$ cat src/rtl/mod_n_counter.sv
// Parametrised modulo-N up/down counter with synchronous load, a combinational
// terminal flag for same-cycle cascading, and registered wrap / load_err pulses.
module mod_n_counter #(
    parameter int WIDTH   = 3,
    parameter int MODULUS = 6
) (
    input  logic             clock,
    input  logic             reset,
    input  logic             enable,
    input  logic             up,
    input  logic             load,
    input  logic [WIDTH-1:0] load_value,
    output logic [WIDTH-1:0] count,
    output logic             terminal,
    output logic             wrap,
    output logic             load_err
);

    generate
        if (WIDTH < 1 || WIDTH > 16 || MODULUS < 2 || MODULUS > (1 << WIDTH)) begin : g_param_check
            $error("mod_n_counter: illegal WIDTH/MODULUS combination");
        end
    endgenerate

    // Range checks use one extra bit so MODULUS == 2**WIDTH is representable.
    localparam logic [WIDTH-1:0] MAX_COUNT = WIDTH'(MODULUS - 1);
    localparam logic [WIDTH:0]   MOD_EXT   = (WIDTH + 1)'(MODULUS);
    localparam logic [WIDTH-1:0] ONE       = WIDTH'(1);

    logic             at_max;
    logic             at_zero;
    logic             count_illegal;
    logic             load_illegal;
    logic [WIDTH-1:0] count_next;

    assign at_max        = (count == MAX_COUNT);
    assign at_zero       = (count == '0);
    assign count_illegal = ({1'b0, count} >= MOD_EXT);
    assign load_illegal  = ({1'b0, load_value} >= MOD_EXT);
    assign terminal      = enable & (up ? at_max : at_zero);

    always_comb begin
        count_next = count;
        if (load) begin
            count_next = load_illegal ? '0 : load_value;
        end else if (enable) begin
            if (count_illegal) begin
                count_next = '0;
            end else if (up) begin
                count_next = at_max ? '0 : count + ONE;
            end else begin
                count_next = at_zero ? MAX_COUNT : count - ONE;
            end
        end
    end

    always_ff @(posedge clock) begin
        if (reset) begin
            count    <= '0;
            wrap     <= 1'b0;
            load_err <= 1'b0;
        end else begin
            count    <= count_next;
            wrap     <= terminal & ~load;
            load_err <= load & load_illegal;
        end
    end

endmodule
$ cat config.mk
export PLATFORM = sky130hd
export DESIGN_NAME = mod_n_counter
export DESIGN_NICKNAME = d
export VERILOG_FILES = /design/src/rtl/mod_n_counter.sv
export SDC_FILE = /design/constraint.sdc
export NUM_CORES = 1
export LEC_CHECK = 0
export BUFFER_PORTS_ARGS = -buffer_cell sky130_fd_sc_hd__buf_4
export CAP_MARGIN = 20
export CORE_AREA = 4 4 41 43
export CTS_CLUSTER_DIAMETER = 200
export DETAILED_ROUTE_END_ITERATION = 10
export DIE_AREA = 0 0 45 47
export GPL_TIMING_DRIVEN = 0
export HOLD_SLACK_MARGIN = 0.02
export SETUP_SLACK_MARGIN = 0.1
export SLEW_MARGIN = 15
export SYNTH_ARGS = -nofsm -noshare
export SYNTH_HDL_FRONTEND = slang
export SYNTH_SLANG_ARGS = --single-unit
export TNS_END_PERCENT = 100
$ cat constraint.sdc
create_clock -name clock -period 2.5 [get_ports clock]
set_input_delay 0.125 -clock clock [delete_from_list [all_inputs] [get_ports clock]]
set_output_delay 0.125 -clock clock [all_outputs]
set_load 0.02 [all_outputs]
==> flow_metrics.env <==
export IMPL_status="finished, final reports clean"
export IMPL_hold_path_end="count[2]"
export IMPL_ff2ff_setup_slack_ns=1.20
export IMPL_grt_antenna_before_repair=0
export IMPL_rsz0062_at_grt="no"
export IMPL_fmax_mhz=690
export IMPL_fill_cells=150
export IMPL_clkTransAtPathRegs_ns=0.05
export IMPL_crit_fanout=9
export IMPL_syn_avg_cell_area_um2=8.68
export IMPL_total_leakage_power_uw=0.000192
export IMPL_die_w_um=45
export IMPL_cp_slowest_stage_delay_ns=0.38
export IMPL_port_buffers=13
export IMPL_fin_tns_setup_ns=0
export IMPL_clock_latency_ns=0.24
export IMPL_hp_class="in -> reg"
export IMPL_post_cts_setup_buffers=0
export IMPL_fin_nets=60
export IMPL_cts_root_buf="clkbuf_4"
export IMPL_fp_dieArea_um2=2120
export IMPL_period_minus_slack_ns=1.45
export IMPL_htree_num_levels=1
export IMPL_grt_usage_pct=9.24
export IMPL_ys_ff_latch=5
export IMPL_clockBufferDepth=2
export IMPL_initial_core_util_pct=22.7
export IMPL_yosysSeqAreaShare_pct=33.9
export IMPL_worstHoldStart="reset"
export IMPL_p_per_area_nw_per_um2=553
export IMPL_cts_resized=0
export IMPL_vias=321
export IMPL_r2r_start="count[2]"
export IMPL_grt_pass1_wl_mm=1.36
export IMPL_drv_cap=0
export IMPL_antenna_cells=0
export IMPL_cp_top_family="simple AND/OR/NAND/NOR gates"
export IMPL_drt_iter0_markers=4
export IMPL_total_power_uw=242
export IMPL_postSynthCellCount=34
export IMPL_area_delta_synth_final_pct=48.3
export IMPL_ys_flop_type="dfxtp_1"
export IMPL_holdBufCountCts=0
export IMPL_cts_buffers=3
export IMPL_crit_type="reg -> out"
export IMPL_first_pass_iters=4
export IMPL_grt_overflow=0
export IMPL_synthesis_area_um2=295
export IMPL_drc=0
export IMPL_setup_viol=0
export IMPL_rr_worst_depth=3
export IMPL_maxSlewViolCount=0
export IMPL_synth_edff_count=0
export IMPL_crit_buf_inv=1
export IMPL_dpl_hpwl_um=608
export IMPL_numClockSinks=5
export IMPL_ioPinCount=14
export IMPL_grt_pass1_vias=330
export IMPL_crit_chain="nor3_1, nor2_1, nor3_2, buf_4"
export IMPL_worstMarginPinSlew_ns=0.287
export IMPL_async_flop_share_pct=0
export IMPL_r2r_end="count[1]"
export IMPL_cts_tree="done"
export IMPL_start_kind="register"
export IMPL_endpoint_kind="output port"
export IMPL_design_core_area_um2=1300
export IMPL_arrival_ns=1.33
export IMPL_wl_per_cell_um=11.8
export IMPL_routed_wl_um=776
export IMPL_hold_slack_ns=0.0876
export IMPL_period_share_pct=58.0
export IMPL_gp_congestion=0.763
export IMPL_synth_fp_nets=42
export IMPL_drive_gt1_share_pct=39.2
export IMPL_finalHoldViolations=0
export IMPL_vdd_ir_drop_max_uv=225
export IMPL_finalClockSkew_ns=0.00494
export IMPL_grt_max_degree=10
export IMPL_rows=13
export IMPL_slew_headroom_pct=80.8
export IMPL_synth_cell_types=22
export IMPL_min_path_cells=2
export IMPL_slowest_stage="dfxtp_1"
export IMPL_crit_required_ns=2.38
export IMPL_chipHeight_um=47
export IMPL_yosysWarnings=0
export IMPL_ant_nets=0
export IMPL_viasPerCell=4.86
==> per-layer routing <==
| layer | vias up | GRT usage [%] | part of all wire [%] |
|---|---|---|---|
| met1 | 138 | 10.2 | 47 |
| li1 | 167 | - | - |
| met5 | - | 0 | 0 |
| met4 | 0 | 7.02 | 0.90 |
| met3 | 2 | 3.83 | 11 |
| met2 | 14 | 14.1 | 40 |
==> state kept, by name, indices dropped and copies added, names as in the netlist <==
signal,flops
count,3
load_err,1
wrap,1
==> worst max path at each step <==
stage / startpoint / endpoint / slack [ns] / depth (start not counted)
after global placement: count[1] / count[1] / 1.26 / 3
after CTS: count[2] / terminal / 1.04 / 4
after global routing: count[2] / terminal / 0.92 / 4
final: count[2] / terminal / 1.05 / 4
after detailed placement: count[2] / count[1] / 1.22 / 3
after floorplan: count[0] / wrap / 1.14 / 4
==> kinds of logic (layout without fill, tap and decap cells) <==
| group | Yosys count | in the layout | share of synthesized area [%] |
|---|---|---|---|
| simple gates | 15 | 15 | 36.4 |
| compound gates | 10 | 10 | 22.9 |
| flops | 5 | 5 | 33.9 |
| buf+inv | 3 | 20 | 3.81 |
| xor+xnor | 1 | 1 | 2.97 |
==> worst reg2reg max path: stages (launching register included) <==
cell	delay, ns
dfxtp_1	0.47
or4b_1	0.47
o2111a_1	0.16
nor3_2	0.11
==> placed cells by master (no fill, tap or decap) <==
master,n
buf_4,13
dfxtp_1,5
a21oi_1,4
nor3_1,3
clkbuf_4,3
inv_1,2
nor3_2,2
o2111a_1,2
and3_1,1
nor2_1,1
a211oi_1,1
nor2b_1,1
inv_2,1
o21ai_1,1
nand2_1,1
nand3_1,1
o21ai_0,1
o31ai_1,1
xor2_1,1
and3b_1,1
or4b_1,1
nand4b_1,1
nor4_2,1
nor3b_1,1
clkbuf_1,1
==> through the flow <==
| step | area [um2] | worst slack (ns) | utilization [%] | std cells |
|---|---|---|---|---|
| after floorplan | 295 | 1.14 | - | 34 |
| after global placement | 412 | 1.26 | 31.6 | 62 |
| after detailed placement | 412 | 1.22 | 31.6 | 62 |
| after CTS | 438 | 1.04 | 33.7 | 66 |
| after global routing | 438 | 0.922 | 33.7 | 66 |
| final | 438 | 1.05 | 33.7 | 66 |
==> power breakdown <==
part	internal, uW	leakage (uW)	switching, uW	total, uW
clock network	60.5	0.0000150	35.3	95.8
registers	84.5	0.0000411	8.32	92.9
logic	26.3	0.000136	27.4	53.6
total	171	0.000192	71.0	242
==> cells in the mapped netlist (all sizes together) (2+ instances only) <==
| library cell | n | area [um2] |
|---|---|---|
| inv | 3 | 11.3 |
| nor3 | 5 | 35.0 |
| dfxtp | 5 | 100 |
| o2111a | 2 | 22.5 |
| o21ai | 2 | 10.0 |
| a21oi | 4 | 20.0 |
==> final cells by class <==
class                           count  area (um2)  share of cell area, %
Multi-Input combinational cell     26         184                   42.0
Timing Repair Buffer               13        97.6                   22.3
Sequential cell                     5         100                   22.9
Inverter                            3        11.3                   2.57
Clock buffer                        4        26.3                   6.00
Tap cell                           15        18.8                   4.29
Power figures use the tool's default switching activity.
